==> src/rtl/apf_loader_pkg.sv <==
// rtl/apf_loader_pkg.sv - shared types and helpers for the ioctl ROM loader
package apf_loader_pkg;

    localparam int MAX_REGIONS = 8;

    typedef enum logic [2:0] {
        ST_IDLE,
        ST_COLLECT,
        ST_WRITE,
        ST_FLUSH,
        ST_DONE
    } state_t;

    // log2 of bytes per memory word (0, 1 or 2 for 8/16/32-bit words)
    function automatic int lane_bits(input int data_w);
        int n;
        n = 0;
        for (int i = 0; i < 6; i++) begin
            if ((1 << i) < (data_w / 8)) n = i + 1;
        end
        return n;
    endfunction

endpackage

==> src/rtl/ioctl_rom_loader_if.sv <==
// rtl/ioctl_rom_loader_if.sv - host ioctl stream and memory write port bundle
interface ioctl_rom_loader_if #(
    parameter int NUM_REGIONS = 2,
    parameter int DATA_W      = 8,
    parameter int MEM_AW      = 13
);
    logic                   ioctl_download;
    logic [7:0]             ioctl_index;
    logic                   ioctl_wr;
    logic [24:0]            ioctl_addr;
    logic [7:0]             ioctl_dout;
    logic                   ioctl_wait;
    logic                   mem_we;
    logic [NUM_REGIONS-1:0] mem_sel;
    logic [MEM_AW-1:0]      mem_addr;
    logic [DATA_W-1:0]      mem_data;
    logic                   mem_ack;
    logic                   done;
    logic                   overflow;
    logic                   overrun;

    modport slave (
        input  ioctl_download, ioctl_index, ioctl_wr, ioctl_addr, ioctl_dout, mem_ack,
        output ioctl_wait, mem_we, mem_sel, mem_addr, mem_data, done, overflow, overrun
    );

    modport master (
        output ioctl_download, ioctl_index, ioctl_wr, ioctl_addr, ioctl_dout, mem_ack,
        input  ioctl_wait, mem_we, mem_sel, mem_addr, mem_data, done, overflow, overrun
    );
endinterface

==> src/rtl/loader_region_match.sv <==
// rtl/loader_region_match.sv - map ioctl_index to a one-hot region, lowest match wins
module loader_region_match
    import apf_loader_pkg::*;
#(
    parameter int                         NUM_REGIONS  = 2,
    parameter logic [8*NUM_REGIONS-1:0]   REGION_INDEX = {8'd1, 8'd0}
) (
    input  logic [7:0]             i_index,
    output logic [NUM_REGIONS-1:0] o_sel,
    output logic                   o_valid
);

    localparam int N_CHECKED = (NUM_REGIONS > MAX_REGIONS) ? MAX_REGIONS : NUM_REGIONS;

    // Scan downwards so the lowest matching region is the last to overwrite
    always_comb begin
        o_sel   = '0;
        o_valid = 1'b0;
        for (int k = N_CHECKED - 1; k >= 0; k--) begin
            if (i_index == REGION_INDEX[8*k +: 8]) begin
                o_sel    = '0;
                o_sel[k] = 1'b1;
                o_valid  = 1'b1;
            end
        end
    end

endmodule

==> src/rtl/ioctl_rom_loader.sv <==
// rtl/ioctl_rom_loader.sv - routes an ioctl download into packed memory words with host flow control
module ioctl_rom_loader
    import apf_loader_pkg::*;
#(
    parameter int                         NUM_REGIONS  = 2,
    parameter logic [8*NUM_REGIONS-1:0]   REGION_INDEX = {8'd1, 8'd0},
    parameter logic [32*NUM_REGIONS-1:0]  REGION_WORDS = {32'd4096, 32'd2048},
    parameter int                         DATA_W       = 8,
    parameter int                         MEM_AW       = 13,
    parameter logic [7:0]                 PAD_BYTE     = 8'hFF
) (
    input logic               clk_sys,
    input logic               reset,
    ioctl_rom_loader_if.slave bus
);

    localparam int BYTES = DATA_W / 8;
    localparam int LB    = lane_bits(DATA_W);
    localparam int LW    = (LB > 0) ? LB : 1;

    state_t                 r_state;
    state_t                 w_next;
    logic                   r_dl_q;
    logic                   r_fell;
    logic [NUM_REGIONS-1:0] r_sel;
    logic [31:0]            r_limit;
    logic [DATA_W-1:0]      r_buf;
    logic                   r_pend;
    logic [MEM_AW-1:0]      r_waddr;
    logic                   r_hold_v;
    logic [LW-1:0]          r_hold_lane;
    logic [7:0]             r_hold_byte;
    logic [MEM_AW-1:0]      r_hold_waddr;
    logic                   r_overflow;
    logic                   r_overrun;

    logic [NUM_REGIONS-1:0] w_match_sel;
    logic                   w_match_v;
    logic [31:0]            w_match_limit;
    logic                   w_rise;
    logic                   w_fall;
    logic                   w_ended;
    logic [LW-1:0]          w_lane;
    logic [24:0]            w_waddr_full;
    logic [MEM_AW-1:0]      w_waddr;
    logic                   w_in_range;
    logic                   w_same;
    logic                   w_last;
    logic                   w_hold_last;
    logic                   w_wr_live;
    logic                   w_take;
    logic                   w_busy;
    logic [DATA_W-1:0]      w_refill;

    loader_region_match #(
        .NUM_REGIONS  (NUM_REGIONS),
        .REGION_INDEX (REGION_INDEX)
    ) u_match (
        .i_index (bus.ioctl_index),
        .o_sel   (w_match_sel),
        .o_valid (w_match_v)
    );

    always_comb begin
        w_match_limit = '0;
        for (int k = 0; k < NUM_REGIONS; k++) begin
            if (w_match_sel[k]) w_match_limit = REGION_WORDS[32*k +: 32];
        end
    end

    generate
        if (BYTES == 1) begin : g_lane_byte
            assign w_lane = '0;
        end else begin : g_lane_wide
            assign w_lane = bus.ioctl_addr[LB-1:0];
        end
    endgenerate

    assign w_rise       = bus.ioctl_download & ~r_dl_q;
    assign w_fall       = ~bus.ioctl_download & r_dl_q;
    // r_fell keeps a fall seen mid-write so a quick re-rise cannot resume the old download
    assign w_ended      = r_fell | w_fall;
    assign w_waddr_full = bus.ioctl_addr >> LB;
    assign w_waddr      = w_waddr_full[MEM_AW-1:0];
    assign w_in_range   = {7'd0, w_waddr_full} < r_limit;
    assign w_same       = ~r_pend | (w_waddr == r_waddr);
    assign w_last       = (w_lane == LW'(BYTES - 1));
    assign w_hold_last  = (r_hold_lane == LW'(BYTES - 1));
    assign w_wr_live    = (r_state == ST_COLLECT) & bus.ioctl_wr & ~w_ended;
    assign w_take       = w_wr_live & w_in_range;
    assign w_busy       = (r_state == ST_WRITE) | (r_state == ST_FLUSH);

    // Next buffer contents after a commit: padding plus any byte parked behind the commit
    always_comb begin
        w_refill = {BYTES{PAD_BYTE}};
        if (r_hold_v) w_refill[r_hold_lane*8 +: 8] = r_hold_byte;
    end

    always_ff @(posedge clk_sys) begin
        if (reset) r_state <= ST_IDLE;
        else       r_state <= w_next;
    end

    always_comb begin
        w_next = r_state;
        case (r_state)
            ST_IDLE: begin
                if (w_rise && w_match_v) w_next = ST_COLLECT;
            end
            ST_COLLECT: begin
                if (w_ended)                          w_next = r_pend ? ST_FLUSH : ST_DONE;
                else if (w_take && (!w_same || w_last)) w_next = ST_WRITE;
            end
            ST_WRITE: begin
                if (bus.mem_ack) begin
                    if (r_hold_v && w_hold_last) w_next = ST_WRITE;
                    else if (w_ended)            w_next = r_hold_v ? ST_FLUSH : ST_DONE;
                    else                         w_next = ST_COLLECT;
                end
            end
            ST_FLUSH: begin
                if (bus.mem_ack) w_next = ST_DONE;
            end
            ST_DONE: w_next = ST_IDLE;
            default: w_next = ST_IDLE;
        endcase
    end

    always_ff @(posedge clk_sys) begin
        if (reset) begin
            r_dl_q       <= 1'b1;
            r_fell       <= 1'b0;
            r_sel        <= '0;
            r_limit      <= '0;
            r_buf        <= {BYTES{PAD_BYTE}};
            r_pend       <= 1'b0;
            r_waddr      <= '0;
            r_hold_v     <= 1'b0;
            r_hold_lane  <= '0;
            r_hold_byte  <= '0;
            r_hold_waddr <= '0;
            r_overflow   <= 1'b0;
            r_overrun    <= 1'b0;
        end else begin
            r_dl_q <= bus.ioctl_download;
            case (r_state)
                ST_IDLE: begin
                    if (w_rise && w_match_v) begin
                        r_sel      <= w_match_sel;
                        r_limit    <= w_match_limit;
                        r_overflow <= 1'b0;
                        r_overrun  <= 1'b0;
                        r_buf      <= {BYTES{PAD_BYTE}};
                        r_pend     <= 1'b0;
                        r_fell     <= 1'b0;
                        r_hold_v   <= 1'b0;
                        r_waddr    <= '0;
                    end
                end
                ST_COLLECT: begin
                    if (w_fall) r_fell <= 1'b1;
                    if (w_wr_live && !w_in_range) r_overflow <= 1'b1;
                    if (w_take) begin
                        if (w_same) begin
                            r_buf[w_lane*8 +: 8] <= bus.ioctl_dout;
                            r_waddr              <= w_waddr;
                            r_pend               <= 1'b1;
                        end else begin
                            r_hold_v     <= 1'b1;
                            r_hold_lane  <= w_lane;
                            r_hold_byte  <= bus.ioctl_dout;
                            r_hold_waddr <= w_waddr;
                        end
                    end
                end
                ST_WRITE, ST_FLUSH: begin
                    if (w_fall) r_fell <= 1'b1;
                    if (bus.ioctl_wr) r_overrun <= 1'b1;
                    if (bus.mem_ack) begin
                        r_buf    <= w_refill;
                        r_pend   <= r_hold_v;
                        r_hold_v <= 1'b0;
                        if (r_hold_v) r_waddr <= r_hold_waddr;
                    end
                end
                default: ;
            endcase
        end
    end

    assign bus.ioctl_wait = w_busy;
    assign bus.mem_we     = w_busy;
    assign bus.mem_sel    = w_busy ? r_sel : '0;
    assign bus.mem_addr   = w_busy ? r_waddr : '0;
    assign bus.mem_data   = w_busy ? r_buf : '0;
    assign bus.done       = (r_state == ST_DONE);
    assign bus.overflow   = r_overflow;
    assign bus.overrun    = r_overrun;

endmodule

==> src/flat_wrapper.sv <==
// flat-port wrapper written by rule: the top's interface ports become plain ports
module ioctl_rom_loader_flat import apf_loader_pkg::*;
#(
    parameter int                         NUM_REGIONS  = 2,
    parameter logic [8*NUM_REGIONS-1:0]   REGION_INDEX = {8'd1, 8'd0},
    parameter logic [32*NUM_REGIONS-1:0]  REGION_WORDS = {32'd4096, 32'd2048},
    parameter int                         DATA_W       = 8,
    parameter int                         MEM_AW       = 13,
    parameter logic [7:0]                 PAD_BYTE     = 8'hFF
)
  (clk_sys, reset, bus_ioctl_download, bus_ioctl_index, bus_ioctl_wr, bus_ioctl_addr, bus_ioctl_dout, bus_mem_ack, bus_ioctl_wait, bus_mem_we, bus_mem_sel, bus_mem_addr, bus_mem_data, bus_done, bus_overflow, bus_overrun);
  ioctl_rom_loader_if #(.NUM_REGIONS(NUM_REGIONS), .DATA_W(DATA_W), .MEM_AW(MEM_AW)) bus_i ();
  input logic clk_sys;
  input logic reset;
  input wire logic [$bits(bus_i.ioctl_download)-1:0] bus_ioctl_download;
  input wire logic [$bits(bus_i.ioctl_index)-1:0] bus_ioctl_index;
  input wire logic [$bits(bus_i.ioctl_wr)-1:0] bus_ioctl_wr;
  input wire logic [$bits(bus_i.ioctl_addr)-1:0] bus_ioctl_addr;
  input wire logic [$bits(bus_i.ioctl_dout)-1:0] bus_ioctl_dout;
  input wire logic [$bits(bus_i.mem_ack)-1:0] bus_mem_ack;
  output wire logic [$bits(bus_i.ioctl_wait)-1:0] bus_ioctl_wait;
  output wire logic [$bits(bus_i.mem_we)-1:0] bus_mem_we;
  output wire logic [$bits(bus_i.mem_sel)-1:0] bus_mem_sel;
  output wire logic [$bits(bus_i.mem_addr)-1:0] bus_mem_addr;
  output wire logic [$bits(bus_i.mem_data)-1:0] bus_mem_data;
  output wire logic [$bits(bus_i.done)-1:0] bus_done;
  output wire logic [$bits(bus_i.overflow)-1:0] bus_overflow;
  output wire logic [$bits(bus_i.overrun)-1:0] bus_overrun;
  assign bus_i.ioctl_download = bus_ioctl_download;
  assign bus_i.ioctl_index = bus_ioctl_index;
  assign bus_i.ioctl_wr = bus_ioctl_wr;
  assign bus_i.ioctl_addr = bus_ioctl_addr;
  assign bus_i.ioctl_dout = bus_ioctl_dout;
  assign bus_i.mem_ack = bus_mem_ack;
  assign bus_ioctl_wait = bus_i.ioctl_wait;
  assign bus_mem_we = bus_i.mem_we;
  assign bus_mem_sel = bus_i.mem_sel;
  assign bus_mem_addr = bus_i.mem_addr;
  assign bus_mem_data = bus_i.mem_data;
  assign bus_done = bus_i.done;
  assign bus_overflow = bus_i.overflow;
  assign bus_overrun = bus_i.overrun;
  ioctl_rom_loader #(.NUM_REGIONS(NUM_REGIONS), .REGION_INDEX(REGION_INDEX), .REGION_WORDS(REGION_WORDS), .DATA_W(DATA_W), .MEM_AW(MEM_AW), .PAD_BYTE(PAD_BYTE)) u_core (.clk_sys(clk_sys), .reset(reset), .bus(bus_i));
endmodule
==> config.mk <==
export PLATFORM = sky130hd
export DESIGN_NAME = ioctl_rom_loader_flat
export DESIGN_NICKNAME = d
export VERILOG_FILES = /design/src/rtl/apf_loader_pkg.sv /design/src/rtl/ioctl_rom_loader_if.sv /design/src/rtl/loader_region_match.sv /design/src/rtl/ioctl_rom_loader.sv /design/src/flat_wrapper.sv
export SDC_FILE = /design/constraint.sdc
export NUM_CORES = 1
export LEC_CHECK = 0
export BUFFER_PORTS_ARGS = -buffer_cell sky130_fd_sc_hd__buf_2
export CAP_MARGIN = 20
export CORE_ASPECT_RATIO = 2
export CORE_MARGIN = 4
export CORE_UTILIZATION = 53
export CTS_CLUSTER_DIAMETER = 40
export DETAILED_ROUTE_END_ITERATION = 16
export GPL_TIMING_DRIVEN = 0
export PLACE_DENSITY = 0.8
export SKIP_CTS_REPAIR_TIMING = 1
export SYNTH_ARGS = -nofsm -noshare
export SYNTH_HDL_FRONTEND = slang
export SYNTH_SLANG_ARGS = --single-unit
==> constraint.sdc <==
create_clock -name clk_sys -period 3.6 [get_ports clk_sys]
set_input_delay 0.9 -clock clk_sys [delete_from_list [all_inputs] [get_ports clk_sys]]
set_output_delay 0.9 -clock clk_sys [all_outputs]
set_load 0.02 [all_outputs]
==> results of run 1 <==
-- layer usage --
| layer | track usage, % | vias up |
|---|---|---|
| met3 | 3.62 | 17 |
| li1 | - | 1384 |
| met2 | 46.0 | 86 |
| met4 | 11.7 | 0 |
| met1 | 25.9 | 1318 |
| met5 | 0 | - |
-- how the worst max path moves through the flow --
stage / slack (ps) / cells past startpoint / start / end
2_1_floorplan: 580 / 8 / bus_ioctl_addr[12] / u_core.r_waddr[10]$_SDFFE_PP0P_
4_1_cts: 550 / 9 / bus_ioctl_addr[12] / u_core.r_waddr[8]$_SDFFE_PP0P_
3_5_place_dp: 220 / 9 / bus_ioctl_addr[12] / u_core.r_waddr[8]$_SDFFE_PP0P_
5_1_grt: 420 / 9 / bus_ioctl_addr[12] / u_core.r_waddr[10]$_SDFFE_PP0P_
6_report: 550 / 9 / bus_ioctl_addr[12] / u_core.r_waddr[8]$_SDFFE_PP0P_
3_3_place_gp: 210 / 9 / bus_ioctl_addr[12] / u_core.r_waddr[8]$_SDFFE_PP0P_
-- sequential cells by signal (all words and copies together), names as in the netlist --
name,flops
u_core.r_hold_byte,8
u_core.r_dl_q,1
u_core.r_hold_waddr,13
u_core.r_limit,2
u_core.bus.overrun,1
u_core.r_sel,1
u_core.r_buf,8
u_core.r_fell,1
u_core.r_waddr,13
u_core.bus.overflow,1
u_core.r_pend,1
u_core.r_state,3
u_core.r_hold_v,1
-- worst max-delay path, cell delays in order --
cell,delay (ps)
buf_2,130
ha_1,190
or4_4,490
nor3_4,150
nand4_1,150
a2111o_1,560
buf_6,190
or4_1,480
nand2_1,70
-- cell usage after synthesis, types with 2 or more instances --
library cell	instances
and2b_1	2
inv_1	12
dlygate4sd1_1	2
nor4_1	4
clkbuf_1	15
nand2b_1	3
nor2b_1	12
xor2_1	8
mux2i_1	30
buf_4	3
o22a_1	2
a211o_1	2
a2111oi_0	2
nand4_1	2
and2b_2	3
nor3b_1	2
nand3_1	2
or2_2	3
or4_1	14
a21oi_1	4
xnor2_1	5
dfxtp_1	54
a32oi_1	7
nor2_1	54
nand2_1	19
buf_2	3
o21ai_0	17
nor3_1	5
a211oi_1	2
a22oi_1	14
and2_1	23
-- per-stage QoR --
| stage | cell area, µm² | setup slack (ps) | cells | total power [mW] |
|---|---|---|---|---|
| after global routing | 3480 | 422 | 490 | 1.54 |
| final | 3480 | 546 | 490 | 1.47 |
| after global placement | 3390 | 214 | 482 | 1.10 |
| after floorplan | 2950 | 583 | 349 | 0.963 |
| after detailed placement | 3390 | 218 | 482 | 1.11 |
| after CTS | 3480 | 553 | 490 | 1.47 |
-- where the power goes --
| group | switching, mW | internal (mW) | total (mW) |
|---|---|---|---|
| Combinational | 0.286 | 0.172 | 0.457 |
| Sequential | 0.0199 | 0.624 | 0.644 |
| Clock | 0.210 | 0.155 | 0.366 |
-- logic make-up after synthesis --
family	share of synthesized area [%]
buf+inv	6.24
flops	36.7
simple gates	27.5
mux	10.2
xor+xnor	3.86
compound gates	15.1
fa+ha+maj	0.425
-- cell type report --
type                       count  share of cell area [%]
buffer                        27                    3.99
clock buffer                   6                    2.37
clock inverter                 2                   0.359
inverter                      12                    1.29
multi-input combinational    256                    48.3
sequential                    54                    31.0
tap                           60                    2.16
timing repair buffer          73                    10.5
==> impl_metrics.tcl, run 1 <==
set metrics [dict create \
    status "completed" \
    cts-root-buf "clkbuf_8" \
    grt_usage_pct 24.9 \
    num_rows 38 \
    dp.final_hpwl_mm 6.13 \
    vdd_drop_max_v 0.000387 \
    r2r_start "u_core.r_limit[12]$_SDFFE_PP0P_" \
    critPathKind "in2reg" \
    grt_pass1_vias 2856 \
    core-area_um2 5420 \
    synth.area.top_cells "dfxtp_1 (37%), mux2i_1 (10%), nor2_1 (6.9%), and2_1 (4.9%), a22oi_1 (3.6%)" \
    r2r_cells 9 \
    layout-drive-gt1-share_pct 23.5 \
    startpoint_type "input pin" \
    setup-violations-final 0 \
    syn_to_final_growth_pct 18.2 \
    drt_iter0_markers 91 \
    routedWlPerCell_um 16.1 \
    dieArea_um2 6890 \
    worst-r2r-setup-slack_ps 890 \
    ant_nets 0 \
    p_leak_nw 1.71 \
    wl_met2_mm 4.52 \
    multi_input_area_um2 1680 \
    final_hold_viol_count 0 \
    die_h_um 113 \
    place_congestion 0.878 \
    ys_seq_area_share_pct 36.7 \
    synth_top_area_share_pct 36.7 \
    n_fill_cell 495 \
    cts_buffer_depth 2 \
    whs_endpoint "u_core.r_limit[12]$_SDFFE_PP0P_" \
    crit_fanout 10 \
    fin_tns_setup_ps 0 \
    yosysTopAreaCell "dfxtp_1" \
    fin_crit_ps 3050 \
    ios 74 \
    ys_types 50 \
    maxCapViolCount 0 \
    whs_path_depth 2 \
    path_clk_slew_ps 100 \
    worstPathArrival_ps 3320 \
    max-slew-margin-rel_pct 64.2 \
    synth_flop_cell "dfxtp_1" \
    skew_ps 15.3 \
    hold_class "reg2reg" \
    slew_viol_final 0 \
    clock_latency_ps 320 \
    met1Wirelength_mm 2.78 \
    grt_pass1_wl_mm 13.2 \
    hold_ws_ps 501 \
    synth.avg_cell_area_um2 8.44 \
    overflow 0 \
    grt_start_max_net_pins 17 \
    cp-end-kind "flop" \
    post-route-period-util_pct 84.8 \
    antenna_found_initial 0 \
    cts_tree "built" \
    synth_fp_nets 396 \
    cts_made_buffers 5 \
    route.met3.wl_um 360 \
    regToRegEndpoint "u_core.r_waddr[8]$_SDFFE_PP0P_" \
    ys_ff_latch 54 \
    htree_num_levels 2 \
    drt_wl_total_mm 7.89 \
    die_x_um 60.7 \
    cts_sinks 54 \
    vias 2805 \
    drt_pass1_iterations 4 \
    cp.required_ps 3870 \
    final_net_count 476 \
    p_per_area_nw_per_um2 421 \
    synth_cells 349 \
    post_drt_via_cell_ratio 5.72 \
    num_antenna_cells 0 \
    highest_layer "met4" \
    async_reset_ff_share_pct 0 \
    ys_warn_count 0 \
    portBuffers 73 \
    fmax_mhz 327 \
    rsz0062_at_grt "false" \
    final_util_pct 64.2 \
    worst_pin_slew_ps 537 \
    regArea_um2 1080 \
    start_util_pct 54.4 \
    drcViolationCount 0 \
    mostFrequentLayoutCell "buf_2" \
    final_cell_mix "buf_2 (76), nor2_1 (54), dfxtp_1 (54), mux2i_1 (30), and2_1 (23)" \
    synth_edf_count 0 \
    synth_area_um2 2950 \
    min_from "u_core.r_limit[12]$_SDFFE_PP0P_" \
]
Note: power is estimated with default switching activity, not from simulation.
==> run 2, diff against run 1 <==
--- a/config.mk
+++ b/config.mk
@@ -9,11 +9,11 @@
 export CAP_MARGIN = 20
 export CORE_ASPECT_RATIO = 2
 export CORE_MARGIN = 4
-export CORE_UTILIZATION = 53
+export CORE_UTILIZATION = 48
 export CTS_CLUSTER_DIAMETER = 40
 export DETAILED_ROUTE_END_ITERATION = 16
 export GPL_TIMING_DRIVEN = 0
-export PLACE_DENSITY = 0.8
+export PLACE_DENSITY = 0.76
 export SKIP_CTS_REPAIR_TIMING = 1
 export SYNTH_ARGS = -nofsm -noshare
 export SYNTH_HDL_FRONTEND = slang
==> constraint.sdc (replaced) <==
create_clock -name clk_sys -period 2.5 [get_ports clk_sys]
set_input_delay 0.625 -clock clk_sys [delete_from_list [all_inputs] [get_ports clk_sys]]
set_output_delay 0.625 -clock clk_sys [all_outputs]
set_load 0.02 [all_outputs]
==> run 2 against run 1 <==
  * Routed wire length is 5.6% higher
  * Setup slack lost 760 ps
  * Clock power grew 83%
  * The flow now finishes with violations (negative setup slack)
  * Core utilization decreased by 1.7 points
  * Critical path depth rose by 1
  * Largest cell class unchanged
  * Hold slack got worse by 5.2 ps
  * Highest routed layer unchanged
==> impl_metrics.tcl, run 2 (synthesized netlist as in run 1, its figures left out) <==
set metrics [dict create \
    crit_fanout 4 \
    htree_num_levels 2 \
    grt_pass1_vias 2828 \
    hold_class "reg2reg" \
    layout-drive-gt1-share_pct 29.5 \
    worstPathArrival_ps 2950 \
    largestRegisters "u_core.r_hold_waddr (13), u_core.r_waddr (13)" \
    mostFrequentLayoutCell "buf_2" \
    place_congestion 0.870 \
    drcViolationCount 0 \
    violations "negative setup slack" \
    cts_tree "built" \
    maxCapViolCount 0 \
    post-route-period-util_pct 109 \
    multi_input_area_um2 1760 \
    crit_buf_inv 3 \
    cts-root-buf "clkbuf_16" \
    dieArea_um2 7530 \
    post_drt_via_cell_ratio 5.65 \
    cp-end-kind "flop" \
    drt_wl_total_mm 8.33 \
    final_cell_mix "buf_2 (74), nor2_1 (54), dfxtp_1 (53), mux2i_1 (30), and2_1 (23)" \
    max-slew-margin-rel_pct 63.4 \
    p_leak_nw 1.82 \
    setup_slack_ps -214 \
    final_area_um2 3750 \
    final_net_count 487 \
    core-area_um2 6010 \
    cts_sinks 54 \
    fmax_mhz 368 \
    grt_start_max_net_pins 16 \
    cp_top_family "simple AND/OR/NAND/NOR gates" \
    ios 74 \
    vdd_drop_max_v 0.000400 \
    routedWlPerCell_um 16.6 \
    skew_ps 8.13 \
    pre_cts_slack_ps -579 \
    cp.required_ps 2730 \
    portBuffers 73 \
    grt_usage_pct 21.5 \
    rsz0062_at_grt "true" \
    cp_cell_sequence "buf_8, ha_4, or4_4, nor3_4, nand4_1, a2111o_1, buf_6, buf_6, or4_1, nand2_1" \
    num_rows 40 \
    clock_latency_ps 290 \
    antenna_found_initial 0 \
    whs_path_depth 2 \
    final_hold_viol_count 0 \
    die_x_um 63.4 \
    path_clk_slew_ps 70 \
    status "finished with violations" \
    cp_slowest_cell "a2111o_1" \
    cpPeakStageDelay_ps 510 \
    vias 2842 \
    start_util_pct 49.1 \
    p_per_area_nw_per_um2 627 \
    ant_nets 0 \
    cts_made_buffers 5 \
    startpoint_type "input pin" \
    cts_buffer_depth 2 \
    regArea_um2 1080 \
    syn_to_final_growth_pct 27.4 \
    placed_area_um2 3400 \
    drt_iter0_markers 143 \
    slew_viol_final 0 \
    drt_pass1_iterations 4 \
    grt_pass1_wl_mm 13.0 \
    critPathKind "in2reg" \
    num_antenna_cells 0 \
    setup-violations-final 12 \
    worst-path-stages 10 \
    path_common_cell "buf_6" \
    worst_pin_slew_ps 549 \
    r2r_cells 10 \
    n_fill_cell 558 \
    die_h_um 119 \
    dp.final_hpwl_mm 6.13 \
    overflow 0 \
    fin_crit_ps 2710 \
]
==> run 2: cell count changes in the layout (fill, tap and decap cells not counted), sizes merged <==
cell	before	now
buf	81	91
clkbuf	23	24
clkinv	1	0
==> run 2: per-layer routing <==
layer	share of wire (%)	GRT usage (%)	vias to the layer above
li1	-	-	1394
met1	35	21.2	1350
met2	58	43.4	84
met3	4.2	2.76	14
met4	2.2	7.58	0
met5	0	0	-
==> run 2: power by group <==
part           internal [mW]  switching, mW
combinational          0.306          0.453
sequential             0.899         0.0296
clock                  0.367          0.302
total                   1.57          0.784
==> run 2: path summary, 6_finish.rpt <==
check,from,endpoint,slack (ps)
max,bus_ioctl_addr[12],u_core.r_waddr[10]$_SDFFE_PP0P_,-210
max reg2reg,u_core.r_limit[12]$_SDFFE_PP0P_,u_core.r_waddr[10]$_SDFFE_PP0P_,-190
min,u_core.r_hold_byte[0]$_SDFFE_PP0P_,u_core.r_hold_byte[0]$_SDFFE_PP0P_,500
min reg2reg,u_core.r_hold_byte[0]$_SDFFE_PP0P_,u_core.r_hold_byte[0]$_SDFFE_PP0P_,500
==> run 2: final cells by class <==
type,count,area share (%)
plain buffers,27,4.23
clock buffers,6,3.43
clock inverters,1,0.200
inverters,12,1.20
multi-input cells,256,47.0
flip-flops and latches,54,28.8
well taps,63,2.10
repair buffers,84,13.1
==> run 2: metrics by stage <==
stage	std cells	setup TNS (ps)	util (%)	hold WS [ps]	power (mW)
6_report	503	-2140	62.5	496	2.36
5_1_grt	503	-3020	62.5	529	2.46
2_1_floorplan	349	-1070	-	448	1.39
3_3_place_gp	485	-13780	56.7	467	1.59
3_5_place_dp	485	-14830	56.7	488	1.60
4_1_cts	492	-4650	58.9	504	2.26
==> run 2: worst reg2reg max path, cell delays in order, from the launching register on <==
cell      delay (ps)
dfxtp_2          320
inv_1             70
ha_4             160
or4_4            430
nor3_4           230
nand4_1          160
a2111o_1         510
buf_6            160
buf_6            120
or4_1            390
nand2_1           80
==> run 3, diff against run 2 <==
--- a/config.mk
+++ b/config.mk
@@ -14,6 +14,7 @@
 export DETAILED_ROUTE_END_ITERATION = 16
 export GPL_TIMING_DRIVEN = 0
 export PLACE_DENSITY = 0.76
+export REMOVE_ABC_BUFFERS = 1
 export SKIP_CTS_REPAIR_TIMING = 1
 export SYNTH_ARGS = -nofsm -noshare
 export SYNTH_HDL_FRONTEND = slang
==> run 3 against run 2 <==
  * The run still ends with negative setup slack left
  * Core utilization decreased by 2.8 points
  * Sequential share of layout area increased by 1.5 points
  * Routed wire length decreased by 8.5%
  * Hold slack got worse by 9.7 ps
  * Sequential power increased by 4.3%
  * Setup slack improved by 42 ps
  * First-iteration DRC count increased by 28%
  * Sequential cell count unchanged
  * Maximum frequency increased by 1.6%
  * Register-to-register slack improved by 60 ps
==> impl_metrics.tcl, run 3 (synthesized netlist as in run 1, its figures left out) <==
set metrics [dict create \
    post-route-period-util_pct 107 \
    fmax_mhz 374 \
    mostFrequentLayoutCell "buf_2" \
    overflow 0 \
    cp-end-kind "flop" \
    place_congestion 0.741 \
    core-area_um2 6010 \
    status "finished with violations" \
    post_drt_via_cell_ratio 5.80 \
    num_rows 40 \
    p_leak_nw 1.71 \
    cts_buffer_depth 2 \
    drt_iter0_markers 183 \
    largestRegisters "u_core.r_hold_waddr (13), u_core.r_waddr (13)" \
    clock_latency_ps 290 \
    cts_made_buffers 5 \
    grt_start_max_net_pins 71 \
    dp.final_hpwl_mm 4.86 \
    antenna_found_initial 0 \
    drt_wl_total_mm 7.62 \
    grt_pass1_wl_mm 11.7 \
    cp_top_family "simple AND/OR/NAND/NOR gates" \
    max-slew-margin-rel_pct 58.1 \
    cts_tree "built" \
    regArea_um2 1090 \
    vdd_drop_max_v 0.000578 \
    htree_num_levels 2 \
    rsz0062_at_grt "true" \
    n_fill_cell 564 \
    cp_cell_sequence "buf_8, ha_4, or4_4, nor3_4, nand4_1, a2111o_1, or4_1, nand2_1" \
    num_antenna_cells 0 \
    critPathKind "in2reg" \
    cpPeakStageDelay_ps 600 \
    p_per_area_nw_per_um2 631 \
    final_cell_mix "buf_2 (72), nor2_1 (54), dfxtp_1 (52), mux2i_1 (30), and2_1 (23)" \
    slew_viol_final 0 \
    drt_pass1_iterations 5 \
    drcViolationCount 0 \
    startpoint_type "input pin" \
    syn_to_final_growth_pct 21.7 \
    final_util_pct 59.7 \
    start_util_pct 49.1 \
    multi_input_area_um2 1780 \
    ant_nets 0 \
    setup_slack_ps -172 \
    grt_usage_pct 19.3 \
    placed_area_um2 3300 \
    grt_pass1_vias 2580 \
    worst_pin_slew_ps 628 \
    routedWlPerCell_um 16.1 \
    path_clk_slew_ps 70 \
    vias 2749 \
    maxCapViolCount 0 \
    cp_slowest_cell "a2111o_1" \
    pre_cts_slack_ps -734 \
    dieArea_um2 7530 \
    skew_ps 4.95 \
    crit_buf_inv 1 \
    cts-root-buf "clkbuf_16" \
    die_h_um 119 \
    crit_fanout 6 \
    final_net_count 458 \
    cp.required_ps 2740 \
    cts_sinks 54 \
    final_hold_viol_count 0 \
    hold_class "reg2reg" \
    die_x_um 63.4 \
    ios 74 \
    worstPathArrival_ps 2910 \
    violations "negative setup slack" \
    layout-drive-gt1-share_pct 26.3 \
    fin_crit_ps 2670 \
    setup-violations-final 13 \
    portBuffers 73 \
    final_area_um2 3580 \
]
## run 3: cell count changes in the layout (fill, tap and decap cells not counted), moves of 3 or more
cell,delta
o21ai_0,+8
nand2_2,-3
buf_4,-6
clkbuf_2,-3
o21ai_1,-7
clkbuf_1,-12
buf_6,-6
or4_1,+5
nand2_1,+3
or4_4,-5
## run 3: power breakdown
group | switching, mW | total (mW) | internal [mW]
Combinational | 0.388 | 0.629 | 0.242
Sequential | 0.0685 | 0.968 | 0.900
Clock | 0.296 | 0.663 | 0.367
Total | 0.752 | 2.26 | 1.51
## run 3: area by class of cell
cell class	instances	area share [%]
clock buffer	7	3.70
sequential	54	30.3
inverter	12	1.26
multi-input combinational	259	49.6
tap	63	2.20
timing repair buffer	79	13.0
## run 3: path summary, 6_finish.rpt
kind | start | to | slack (ps) | cells past startpoint
hold reg to reg | u_core.bus.overflow$_SDFFE_PP0P_ | u_core.bus.overflow$_SDFFE_PP0P_ | 490 | 2
hold / removal | u_core.bus.overflow$_SDFFE_PP0P_ | u_core.bus.overflow$_SDFFE_PP0P_ | 490 | 2
setup reg to reg | u_core.r_limit[12]$_SDFFE_PP0P_ | u_core.r_waddr[5]$_SDFFE_PP0P_ | -130 | 8
setup / recovery | bus_ioctl_addr[12] | u_core.r_waddr[5]$_SDFFE_PP0P_ | -170 | 8
## run 3: worst min-delay path: cells and delay by family (launching register included)
kind	cells	cell delay, ps
flops	1	320
simple gates	1	70
compound gates	1	50
## run 3: layer usage
metal | up-vias | routed length, µm | share of wire, % | GRT usage, %
met5 | - | 0 | 0 | 0
met1 | 1306 | 2720 | 36 | 19.7
met2 | 74 | 4390 | 58 | 36.5
met3 | 12 | 345 | 4.5 | 3.99
li1 | 1357 | - | - | -
met4 | 0 | 167 | 2.2 | 8.53
## run 3: metrics by stage
stage / power, mW / std cells / hold WS, ps / TNS, ps
after floorplan: 1.33 / 322 / 445 / -43960
after global placement: 1.52 / 458 / 463 / -93980
after detailed placement: 1.53 / 459 / 477 / -20740
after CTS: 2.20 / 466 / 492 / -18780
after global routing: 2.39 / 474 / 527 / -2550
final: 2.26 / 474 / 486 / -1870
